File: config.mk
export PLATFORM = sky130hd
export DESIGN_NAME = seq_mul_param_flat
export DESIGN_NICKNAME = d
export VERILOG_FILES = /design/src/rtl/seq_mul_param_pkg.sv /design/src/rtl/seq_mul_param_if.sv /design/src/rtl/seq_mul_param_iter_cnt.sv /design/src/rtl/seq_mul_param.sv /design/src/flat_wrapper.sv
export SDC_FILE = /design/constraint.sdc
export NUM_CORES = 1
export LEC_CHECK = 0
export ABC_CLOCK_PERIOD_IN_PS = 3870
export CORE_MARGIN = 2
export CORE_UTILIZATION = 50
export CTS_CLUSTER_SIZE = 24
export DETAILED_ROUTE_END_ITERATION = 8
export HOLD_SLACK_MARGIN = 0.06
export PLACE_DENSITY = 0.85
export SKIP_LAST_GASP = 1
export SYNTH_ARGS = -nofsm -noshare
export SYNTH_HDL_FRONTEND = slang
export SYNTH_SLANG_ARGS = --single-unit
File: constraint.sdc
create_clock -name clk -period 3.87 [get_ports clk]
set_input_delay 0.774 -clock clk [delete_from_list [all_inputs] [get_ports clk]]
set_output_delay 0.774 -clock clk [all_outputs]
set_load 0.005 [all_outputs]
File: src/rtl/seq_mul_param_pkg.sv
// Shared constants for the parametrised sequential multiplier.
// State encoding and the operand width ceiling.
package seq_mul_param_pkg;

    localparam logic [1:0] ST_IDLE = 2'd0;
    localparam logic [1:0] ST_RUN  = 2'd1;
    localparam logic [1:0] ST_DONE = 2'd2;

    localparam int MAX_WIDTH = 16;

endpackage

File: src/rtl/seq_mul_param_if.sv
// Request/result bundle between the wrapper and the multiplier core.
// The master issues operands; the slave reports busy/done and the product.
interface seq_mul_param_if #(
    parameter int WIDTH = 8
);

    logic                 start;
    logic                 signed_mode;
    logic [WIDTH-1:0]     a;
    logic [WIDTH-1:0]     b;
    logic                 busy;
    logic                 done;
    logic [2*WIDTH-1:0]   op;

    modport master (
        output start,
        output signed_mode,
        output a,
        output b,
        input  busy,
        input  done,
        input  op
    );

    modport slave (
        input  start,
        input  signed_mode,
        input  a,
        input  b,
        output busy,
        output done,
        output op
    );

endinterface

File: src/rtl/seq_mul_param_iter_cnt.sv
// Iteration counter for the shift-add loop.
// Flags the final iteration so the FSM can leave RUN on that edge.
module seq_mul_iter_cnt #(
    parameter int WIDTH = 8,
    parameter int CNT_W = $clog2(WIDTH + 1)
) (
    input  logic clk,
    input  logic reset,
    input  logic i_clr,
    input  logic i_en,
    output logic o_last
);

    logic [CNT_W-1:0] r_cnt;

    always_ff @(posedge clk) begin
        if (reset || i_clr) begin
            r_cnt <= '0;
        end else if (i_en) begin
            r_cnt <= r_cnt + 1'b1;
        end
    end

    assign o_last = (r_cnt == CNT_W'(WIDTH - 1));

endmodule

File: src/rtl/seq_mul_param.sv
// Sequential shift-add multiplier, WIDTH x WIDTH -> 2*WIDTH.
// Signed mode multiplies magnitudes and negates the product at the end.
import seq_mul_param_pkg::*;

module seq_mul_param #(
    parameter  int WIDTH = 8,
    localparam int CNT_W = $clog2(WIDTH + 1)
) (
    input  logic           clk,
    input  logic           reset,
    seq_mul_param_if.slave bus
);

    generate
        if (WIDTH < 2 || WIDTH > MAX_WIDTH) begin : g_bad_width
            $error("seq_mul_param: WIDTH must be 2..16");
        end
    endgenerate

    logic [1:0]         r_state;
    logic [WIDTH:0]     r_acc;
    logic [WIDTH-1:0]   r_mcand;
    logic [WIDTH-1:0]   r_mplier;
    logic               r_neg;
    logic [2*WIDTH-1:0] r_op;

    logic               w_accept;
    logic               w_run;
    logic               w_last;
    logic               w_a_neg;
    logic               w_b_neg;
    logic [WIDTH-1:0]   w_a_mag;
    logic [WIDTH-1:0]   w_b_mag;
    logic [WIDTH:0]     w_sum;
    logic [2*WIDTH-1:0] w_prod;

    assign w_run    = (r_state == ST_RUN);
    assign w_accept = bus.start &&
                      (r_state == ST_IDLE || r_state == ST_DONE);

    always_comb begin
        w_a_neg = bus.signed_mode & bus.a[WIDTH-1];
        w_b_neg = bus.signed_mode & bus.b[WIDTH-1];
        w_a_mag = w_a_neg ? (~bus.a + 1'b1) : bus.a;
        w_b_mag = w_b_neg ? (~bus.b + 1'b1) : bus.b;
        w_sum   = r_acc +
                  ({(WIDTH + 1){r_mplier[0]}} & {1'b0, r_mcand});
        // Product as it stands after this iteration's shift.
        w_prod  = {w_sum, r_mplier[WIDTH-1:1]};
    end

    seq_mul_iter_cnt #(
        .WIDTH (WIDTH),
        .CNT_W (CNT_W)
    ) u_cnt (
        .clk    (clk),
        .reset  (reset),
        .i_clr  (w_accept),
        .i_en   (w_run),
        .o_last (w_last)
    );

    always_ff @(posedge clk) begin
        if (reset) begin
            r_state  <= ST_IDLE;
            r_acc    <= '0;
            r_mcand  <= '0;
            r_mplier <= '0;
            r_neg    <= 1'b0;
            r_op     <= '0;
        end else begin
            case (r_state)
                ST_IDLE, ST_DONE: begin
                    if (w_accept) begin
                        r_state  <= ST_RUN;
                        r_acc    <= '0;
                        r_mcand  <= w_a_mag;
                        r_mplier <= w_b_mag;
                        r_neg    <= w_a_neg ^ w_b_neg;
                    end else begin
                        r_state  <= ST_IDLE;
                    end
                end
                ST_RUN: begin
                    r_acc    <= {1'b0, w_sum[WIDTH:1]};
                    r_mplier <= {w_sum[0], r_mplier[WIDTH-1:1]};
                    if (w_last) begin
                        r_state <= ST_DONE;
                        r_op    <= r_neg ? -w_prod : w_prod;
                    end
                end
                default: begin
                    r_state <= ST_IDLE;
                end
            endcase
        end
    end

    assign bus.busy = w_run;
    assign bus.done = (r_state == ST_DONE);
    assign bus.op   = r_op;

endmodule
File: src/flat_wrapper.sv
// flat-port wrapper written by rule: the top's interface ports become plain ports
module seq_mul_param_flat 
#(
    parameter  int WIDTH = 8,
    localparam int CNT_W = $clog2(WIDTH + 1)
)
  (clk, reset, bus_start, bus_signed_mode, bus_a, bus_b, bus_busy, bus_done, bus_op);
  seq_mul_param_if #(.WIDTH(WIDTH)) bus_i ();
  input  logic clk;
  input  logic reset;
  input wire logic [$bits(bus_i.start)-1:0] bus_start;
  input wire logic [$bits(bus_i.signed_mode)-1:0] bus_signed_mode;
  input wire logic [$bits(bus_i.a)-1:0] bus_a;
  input wire logic [$bits(bus_i.b)-1:0] bus_b;
  output wire logic [$bits(bus_i.busy)-1:0] bus_busy;
  output wire logic [$bits(bus_i.done)-1:0] bus_done;
  output wire logic [$bits(bus_i.op)-1:0] bus_op;
  assign bus_i.start = bus_start;
  assign bus_i.signed_mode = bus_signed_mode;
  assign bus_i.a = bus_a;
  assign bus_i.b = bus_b;
  assign bus_busy = bus_i.busy;
  assign bus_done = bus_i.done;
  assign bus_op = bus_i.op;
  seq_mul_param #(.WIDTH(WIDTH)) u_core (.clk(clk), .reset(reset), .bus(bus_i));
endmodule
==> impl_results.md, run 1 <==
* Fin. Hold Viols at 0
* Async S/R FF share, synth at 0
* CP Max Fanout at 9
* Synthesized area at 0.00276 mm²
* Clk slew on worst S/H paths at 0.08 ns
* Die Ht at 78.3 µm
* # diodes at 0
* Hold_sp: u_core.r_mcand[6]$_SDFFE_PP0P_
* Mapped Nets at 370
* RSZ-0062 raised after global routing: false
* Wirelength per Cell at 13.3 µm
* DR pass1 iterations at 4
* Hold Path Depth at 2
* Crit Reg-Reg Startpoint: u_core.r_mplier[0]$_SDFFE_PP0P_
* Clock Skews at 0.0105 ns
* Vias per Instance at 5.63
* CTS Hold Bufs at 0
* Worst setup margin at 0.968 ns
* CTS resizes at 0
* Max_slew headroom at 0.253
* Largest net degree at the start of global routing at 48
* First-pass GRT wire length at 9850 µm
* Seq/Total Area, Yosys at 0.341
* Vias in the first global route at 2218
* Clock Sinks at 47
* Synth warn at 0
* Unique masters post-synth at 48
* DR vias at 2479
* Top_reg_cell synth: dfxtp_1
* Worst Path Arrival at 3.09 ns
* Post-synthesis cell count at 337
* Most frequent cells in the layout: dfxtp_1, nor2_1, clkdlybuf4s50_1, nand2_1, xor2_1
* Gr ovfl total at 0
* Post-route DRC at 0
* Hold EP: u_core.r_mcand[6]$_SDFFE_PP0P_
* Core Area at 0.00541 mm²
* Reg2Reg Depth at 9
* Commonest non-fill, non-tap cell in the layout: dfxtp_1
* Dpl hpwl at 4450 µm
* Placement row count at 27
* Pleak at 0.00124 µW
* H-Tree Depth at 2
* CTS Buf Count at 5
* CTS max path bufs at 2
* Max Freq at 0.345 GHz
* Hold Path Class: reg -> reg
* Area Growth Syn to Fin at 19.0%
* TNS Setup at 0 ns
* Final RePlAce weighted congestion at 0.852
* Status: completed
* Postcts setup bufs at 0
* Final Util at 0.607
* Starting Density at 0.510
* Final period util at 0.750
* Kind of critical path: reg -> reg
* Avg Inst Size Synth at 8.19 µm²
* DR iter-0 viols at 148
* Final setup viols at 0
* Final slew viol count at 0
* GRT Total Usage at 0.198
* Placed insts at 432
* Peak supply drop at 0.152 mV
* Max-capacitance violation count at 0
* Ports at 38
* Post-route ant nets at 0
* Initial antenna violation count at 0
* Worst Tran Pin Value at 1.12 ns
* Clk Latency, worst-skew pair at 0.31 ns
* Crit start category: register
* Clk root buf: clkbuf_8
* Worst Path Required at 4.06 ns
* Share of cells above drive strength 1 at 0.0571
* Post-synth EDFFs at 0
* Pre-CTS setup slack at 0.997 ns
* DRT Wirelength at 5870 µm
* Die area at 0.00613 mm²
* Reg2Reg Setup Slack at 0.97 ns
* CTS tree: done
* Final cell count without fillers at 440
* Pwr Density at 304 mW/mm²
* Worst setup EP type: register
* Final #Nets at 400
* Fin crit period at 2.90 ns
* Die X at 78.3 µm
* PortBufs at 37
* R2R Path End: u_core.bus.op[15]$_SDFFE_PP0P_
* Synth Register Bits at 47
==> routing by layer <==
| layer | part of all wire | vias to the layer above | wire length, µm | global-route usage |
|---|---|---|---|---|
| met5 | 0 | - | 0 | 0 |
| met4 | 0.013 | 0 | 75 | 0.0632 |
| met3 | 0.056 | 6 | 329 | 0.0391 |
| met2 | 0.47 | 70 | 2760 | 0.340 |
| met1 | 0.46 | 1126 | 2710 | 0.250 |
| li1 | - | 1277 | - | - |
==> per-stage QoR <==
stage	area (µm²)	hold slack (ns)	power, µW
CTS	3280	0.456	1010
floorplan	2760	0.427	638
detailed placement	3180	0.445	695
finish	3280	0.454	998
global placement	3180	0.438	687
global route	3280	0.496	1050
==> registers in the layout, indices dropped and copies added (netlist names) <==
signal,cells
u_core.r_state,2
u_core.bus.op,16
u_core.r_mplier,8
u_core.u_cnt.r_cnt,4
u_core.r_acc,8
u_core.r_mcand,8
u_core.r_neg,1
==> report_power, final <==
part	switching [µW]	leakage [µW]	internal [µW]
clock	167	0.0000474	146
sequential	18.6	0.000382	499
combinational	94.8	0.000810	72.6
total	280	0.00124	717
==> kinds of logic after synthesis <==
group,Yosys count,share of synthesized area
xor+xnor,29,0.0921
simple gates,126,0.220
mux,4,0.0145
compound gates,90,0.233
buf+inv,28,0.0381
fa+ha+maj,13,0.0617
flops,47,0.341
==> worst max path at each step <==
stage | startpoint | slack [ns] | depth (start not counted) | endpoint
after detailed placement | u_core.r_mplier[0]$_SDFFE_PP0P_ | 1.0 | 9 | u_core.bus.op[15]$_SDFFE_PP0P_
after global placement | u_core.r_mplier[0]$_SDFFE_PP0P_ | 1.12 | 8 | u_core.bus.op[14]$_SDFFE_PP0P_
after floorplan | u_core.r_mplier[0]$_SDFFE_PP0P_ | 1.17 | 8 | u_core.bus.op[14]$_SDFFE_PP0P_
final | u_core.r_mplier[0]$_SDFFE_PP0P_ | 0.97 | 9 | u_core.bus.op[15]$_SDFFE_PP0P_
after CTS | u_core.r_mplier[0]$_SDFFE_PP0P_ | 0.99 | 9 | u_core.bus.op[15]$_SDFFE_PP0P_
after global routing | u_core.r_mplier[0]$_SDFFE_PP0P_ | 0.79 | 9 | u_core.bus.op[15]$_SDFFE_PP0P_
==> Yosys cell counts (2+ instances only) <==
library cell  instances  area [µm²]
clkbuf_1             16        60.1
mux2i_1               4        40.0
inv_1                10        37.5
xnor2_1               7        61.3
nand2_1              25        93.8
o31ai_1               6        45.0
and4_1                2        17.5
nor3_1               10        50.1
a311oi_1              2        17.5
nor2b_1               3        18.8
nor2_1               46         173
nand3_1               8        40.0
or3_1                 7        43.8
a31oi_1               5        31.3
nor4_1                2        12.5
xor2_1               22         193
a22oi_1              12        90.1
and2_1                9        56.3
nand3b_1              2        15.0
buf_1                 2        7.51
a211oi_1             18         135
o211ai_1              2        15.0
nand2b_1              4        25.0
dfxtp_1              47         941
a21o_1                2        15.0
and3_1                2        12.5
ha_1                 12         150
a221oi_1              2        17.5
a21oi_1              19        95.1
o21ai_0              11        55.1
==> critical path: stages, from the launching register on <==
cell and delay, ns:
dfxtp_1 0.42, and2_1 0.16, ha_1 0.20, fa_1 0.48, or4_4 0.51, nor2_1 0.11
o211ai_1 0.18, nor4_1 0.42, mux2i_1 0.22, o21ai_0 0.09
==> final cells by class <==
type,instances,area [µm²]
clock buffers,6,82.6
clock inverters,2,16.3
fillers,497,2120
inverters,10,37.5
multi-input cells,262,1720
flip-flops and latches,47,941
well taps,72,90.1
repair buffers,41,400
No activity file was read; power rests on OpenSTA's default activity.
==> run 2, diff against run 1 <==
ABC_CLOCK_PERIOD_IN_PS = 2600   (was 3870)
PLACE_DENSITY = 0.88   (was 0.85)
clock period = 2.6 ns   (was 3.87 ns; I/O delays follow)
==> run 2 against run 1 <==
Register-to-register slack got worse by 0.94 ns. Setup slack got worse by 0.94 ns. Sequential cell count unchanged. Critical endpoint is now u_core.bus.op[14]$_SDFFE_PP0P_. Largest cell class unchanged. Largest power group unchanged.
==> impl_results.md, run 2 (synthesis results as in run 1) <==
* Status: completed
* # diodes at 0
* CTS max path bufs at 2
* TNS Setup at 0 ns
* Critical path's largest stage delay at 0.49 ns
* CTS Hold Bufs at 0
* GRT Total Usage at 0.199
* Placed insts at 438
* Vias per Instance at 5.69
* H-Tree Depth at 2
* Initial antenna violation count at 0
* DR vias at 2549
* Ports at 38
* Max reg flops at 16
* Crit path cell chain: and2_4 -> ha_4 -> fa_1 -> a211oi_2 -> nor2_1 -> xor2_2 -> o41ai_4 -> and3_4 -> o32ai_2
* Area Growth Syn to Fin at 23.2%
* Final RePlAce weighted congestion at 0.874
* Logic pwr share at 0.179
* Vias in the first global route at 2215
* Gr ovfl total at 0
* Crit start category: register
* Final cell count without fillers at 448
* PortBufs at 37
* Largest net degree at the start of global routing at 47
* Commonest non-fill, non-tap cell in the layout: dfxtp_1
* Reg power frac at 0.520
* Fin crit period at 2.57 ns
* Clock share of power at 0.302
* Max Freq at 0.389 GHz
* Power after layout at 1480 µW
* Hold Path Class: reg -> reg
* Placement row count at 27
* Worst Path Required at 2.79 ns
* Filler cells at 477
* Die X at 78.3 µm
* Die Ht at 78.3 µm
* First-pass GRT wire length at 10000 µm
* DRT Wirelength at 6300 µm
* Fin. Hold Viols at 0
* Die area at 0.00613 mm²
* Peak supply drop at 0.272 mV
* CTS Buf Count at 5
* Post-route ant nets at 0
* Final period util at 0.989
* Sw frac at 0.292
* Final #Nets at 408
* Final slew viol count at 0
* Max-capacitance violation count at 0
* Clock Skews at 0.00637 ns
* Switch Pwr at 432 µW
* Worst Tran Pin Value at 1.10 ns
* Clk root buf: clkbuf_8
* DR pass1 iterations at 4
* Core Area at 0.00541 mm²
* Kind of critical path: reg -> reg
* Most frequent cells in the layout: dfxtp_1, nor2_1, clkdlybuf4s50_1, nand2_1, xor2_1
* Pre-CTS setup slack at 0.00551 ns
* Final Util at 0.629
* Crit-path slowest cell: o41ai_4
* CTS tree: done
* Pleak at 0.00128 µW
* Clock Sinks at 47
* RSZ-0062 raised after global routing: true
* Pwr Density at 436 mW/mm²
* Clk Latency, worst-skew pair at 0.31 ns
* Worst Path Arrival at 2.76 ns
* Final setup viols at 0
* Share of cells above drive strength 1 at 0.106
* Pint at 1050 µW
* CP Max Fanout at 5
* DR iter-0 viols at 144
* Worst setup margin at 0.0290 ns
* Starting Density at 0.510
* Max_slew headroom at 0.261
* Post-route DRC at 0
* Worst setup EP type: register
* Dpl hpwl at 4560 µm
* Clk slew on worst S/H paths at 0.08 ns
* Wirelength per Cell at 14.1 µm
## run 2: through the flow
step | instance area [µm²] | hold slack, ns
after floorplan | 2770 | 0.427
after global placement | 3240 | 0.438
after detailed placement | 3240 | 0.443
after CTS | 3330 | 0.454
after global routing | 3400 | 0.493
final | 3400 | 0.453
## run 2: worst paths after layout
path | start | endpoint | slack [ns] | depth (start not counted)
setup reg to reg | u_core.r_mplier[0]$_SDFFE_PP0P_ | u_core.bus.op[14]$_SDFFE_PP0P_ | 0.03 | 9
hold / removal | u_core.r_mcand[6]$_SDFFE_PP0P_ | u_core.r_mcand[6]$_SDFFE_PP0P_ | 0.45 | 2
setup / recovery | u_core.r_mplier[0]$_SDFFE_PP0P_ | u_core.bus.op[14]$_SDFFE_PP0P_ | 0.03 | 9
hold reg to reg | u_core.r_mcand[6]$_SDFFE_PP0P_ | u_core.r_mcand[6]$_SDFFE_PP0P_ | 0.45 | 2
## run 2: critical path: cells and delay by family (launching register included)
| kind | cells | cell delay [ns] |
|---|---|---|
| XOR/XNOR | 1 | 0.23 |
| adder cells (fa/ha/maj) | 2 | 0.57 |
| AND/OR/NAND/NOR | 3 | 0.54 |
| flip-flops | 1 | 0.34 |
| AO/OA/AOI/OAI | 3 | 0.78 |
## run 2: layout make-up
class | count | area (µm²) | share of cell area
clock inverter | 3 | 18.8 | 0.00552
timing repair buffer | 49 | 464 | 0.137
inverter | 10 | 37.5 | 0.0110
multi-input combinational | 262 | 1780 | 0.523
sequential | 47 | 942 | 0.277
tap | 72 | 90.1 | 0.0265
clock buffer | 5 | 68.8 | 0.0202
## run 2: repair_timing
| action | CTS | global route |
|---|---|---|
| gates resized for setup | 1 | 15 |
| pin swaps | 1 | 4 |
| setup endpoints to repair | 2 | 5 |
| setup buffers | 0 | 2 |
| cloned | 0 | 0 |
## run 2: power by group through the flow
stage / Clock (µW) / Combinational, µW / Sequential (µW)
3_3_place_gp: 0 / 246 / 783
2_1_floorplan: 0 / 174 / 775
4_1_cts: 449 / 256 / 768
3_5_place_dp: 0 / 255 / 785
6_report: 448 / 265 / 770
5_1_grt: 487 / 289 / 774
## run 2: per-layer routing
metal / track usage / share of wire
met2: 0.344 / 0.48
met5: 0 / 0
met1: 0.260 / 0.46
met3: 0.0368 / 0.047
met4: 0.0421 / 0.011
==> run 3, diff against run 2 <==
PLACE_DENSITY = unset   (was 0.88)
PLACE_DENSITY_LB_ADDON = 0.08   (was unset)
==> run 3 against run 2 <==
Routed wire length fell by 1.8%. Total power increased by 4.5%. Worst hold slack worse by 0.0019 ns. Global-route usage rose by 1.1 points. Register-to-register slack improved by 0.04 ns. Via count is 2.9% lower. Sequential power about the same. Setup slack gained 0.040 ns. Clock power is 15% higher. Cell count is 0.22% lower. Critical endpoint is now u_core.bus.op[15]$_SDFFE_PP0P_. Largest cell class unchanged. Largest power group unchanged.
==> impl_results.md, run 3 (synthesis results as in run 1) <==
* Max-capacitance violation count at 0
* Vias per Instance at 5.54
* Commonest non-fill, non-tap cell in the layout: dfxtp_1
* Ports at 38
* Clk root buf: clkbuf_8
* Share of cells above drive strength 1 at 0.104
* Max_slew headroom at 0.268
* CP Max Fanout at 4
* Fin. Hold Viols at 0
* Max Freq at 0.395 GHz
* Worst setup margin at 0.0688 ns
* H-Tree Depth at 2
* Final Util at 0.637
* Final period util at 0.974
* Most frequent cells in the layout: dfxtp_1, nor2_1, clkdlybuf4s50_1, nand2_1, xor2_1
* Die X at 78.3 µm
* Wirelength per Cell at 13.8 µm
* Fin crit period at 2.53 ns
* Area Growth Syn to Fin at 24.9%
* Final setup viols at 0
* Worst Path Arrival at 2.73 ns
* Vias in the first global route at 2286
* Status: completed
* Initial antenna violation count at 0
* Die area at 0.00613 mm²
* Final slew viol count at 0
* Max reg flops at 16
* GRT Total Usage at 0.210
* PortBufs at 37
* First-pass GRT wire length at 10500 µm
* Peak supply drop at 0.244 mV
* Clock Skews at 0.00563 ns
* Clk Latency, worst-skew pair at 0.30 ns
* Pleak at 0.00128 µW
* DRT Wirelength at 6190 µm
* DR vias at 2475
* CTS tree: done
* Clock Sinks at 47
* Placement row count at 27
* Dpl hpwl at 4590 µm
* Worst setup EP type: register
* Final #Nets at 408
* Largest net degree at the start of global routing at 47
* Power after layout at 1550 µW
* Kind of critical path: reg -> reg
* Hold Path Class: reg -> reg
* Worst Tran Pin Value at 1.09 ns
* DR iter-0 viols at 127
* Post-route DRC at 0
* Pre-CTS setup slack at 0.00306 ns
* Crit start category: register
* DR pass1 iterations at 4
* Die Ht at 78.3 µm
* # diodes at 0
* Final RePlAce weighted congestion at 0.853
* Clk slew on worst S/H paths at 0.08 ns
* Pwr Density at 450 mW/mm²
* CTS Buf Count at 5
* Post-route ant nets at 0
* Worst Path Required at 2.79 ns
* CTS max path bufs at 2
* Gr ovfl total at 0
* Starting Density at 0.510
* Core Area at 0.00541 mm²
* RSZ-0062 raised after global routing: true
run 3: changes by cell type in the layout (fill, tap and decap cells not counted), sizes merged:
cell / previous run / this run
clkinv: 2 / 0
bufinv: 0 / 1
inv: 11 / 10
clkbuf: 5 / 6
run 3: layer usage:
metal | wire length [µm] | share of wire | global-route usage
met1 | 2990 | 0.48 | 0.271
met4 | 142 | 0.023 | 0.0702
met2 | 2820 | 0.46 | 0.355
met5 | 0 | 0 | 0
met3 | 231 | 0.037 | 0.0391
run 3: where the power goes:
group | leakage, µW | internal [µW] | switching, µW
registers | 0.000382 | 743 | 26.7
logic | 0.000848 | 118 | 144
clock network | 0.0000513 | 282 | 236
run 3: repair_timing:
action | CTS | global route
setup buffers | 0 | 1
hold buffers | 0 | 0
gates resized for setup | 1 | 18
pin swaps | 0 | 8
endpoints found under the setup margin | 1 | 4
run 3: worst max-delay path, stage by stage, from the launching register on:
cell      delay, ns
dfxtp_2        0.32
and2_4         0.15
ha_4           0.16
fa_2           0.37
a211oi_2       0.32
buf_4          0.18
o211ai_1       0.08
and4_1         0.25
nor4_2         0.30
mux2i_1        0.22
o21ai_1        0.08
run 3: path summary, 6_finish.rpt:
kind                            cells past startpoint  slack (ns)                             from                             end
worst max-delay path                               10        0.07  u_core.r_mplier[0]$_SDFFE_PP0P_  u_core.bus.op[15]$_SDFFE_PP0P_
worst min-delay path                                2        0.45   u_core.r_mcand[6]$_SDFFE_PP0P_  u_core.r_mcand[6]$_SDFFE_PP0P_
worst max register to register                     10        0.07  u_core.r_mplier[0]$_SDFFE_PP0P_  u_core.bus.op[15]$_SDFFE_PP0P_
worst min register to register                      2        0.45   u_core.r_mcand[6]$_SDFFE_PP0P_  u_core.r_mcand[6]$_SDFFE_PP0P_
run 3: layout make-up:
type	count	area, µm²
Sequential cell	47	942
Tap cell	72	90.1
Clock inverter	1	30.0
Inverter	10	37.5
Multi-Input combinational cell	262	1810
Timing Repair Buffer	49	460
Clock buffer	6	72.6
Fill cell	486	1960
run 3: metrics by stage:
step                hold slack [ns]  instance area [µm²]  TNS, ns  std cells
floorplan                     0.427                 2770        0        337
global placement              0.438                 3240        0        439
detailed placement            0.446                 3240        0        439
CTS                           0.456                 3350  -0.0245        446
global route                  0.475                 3440   -0.231        447
finish                        0.451                 3440        0        447
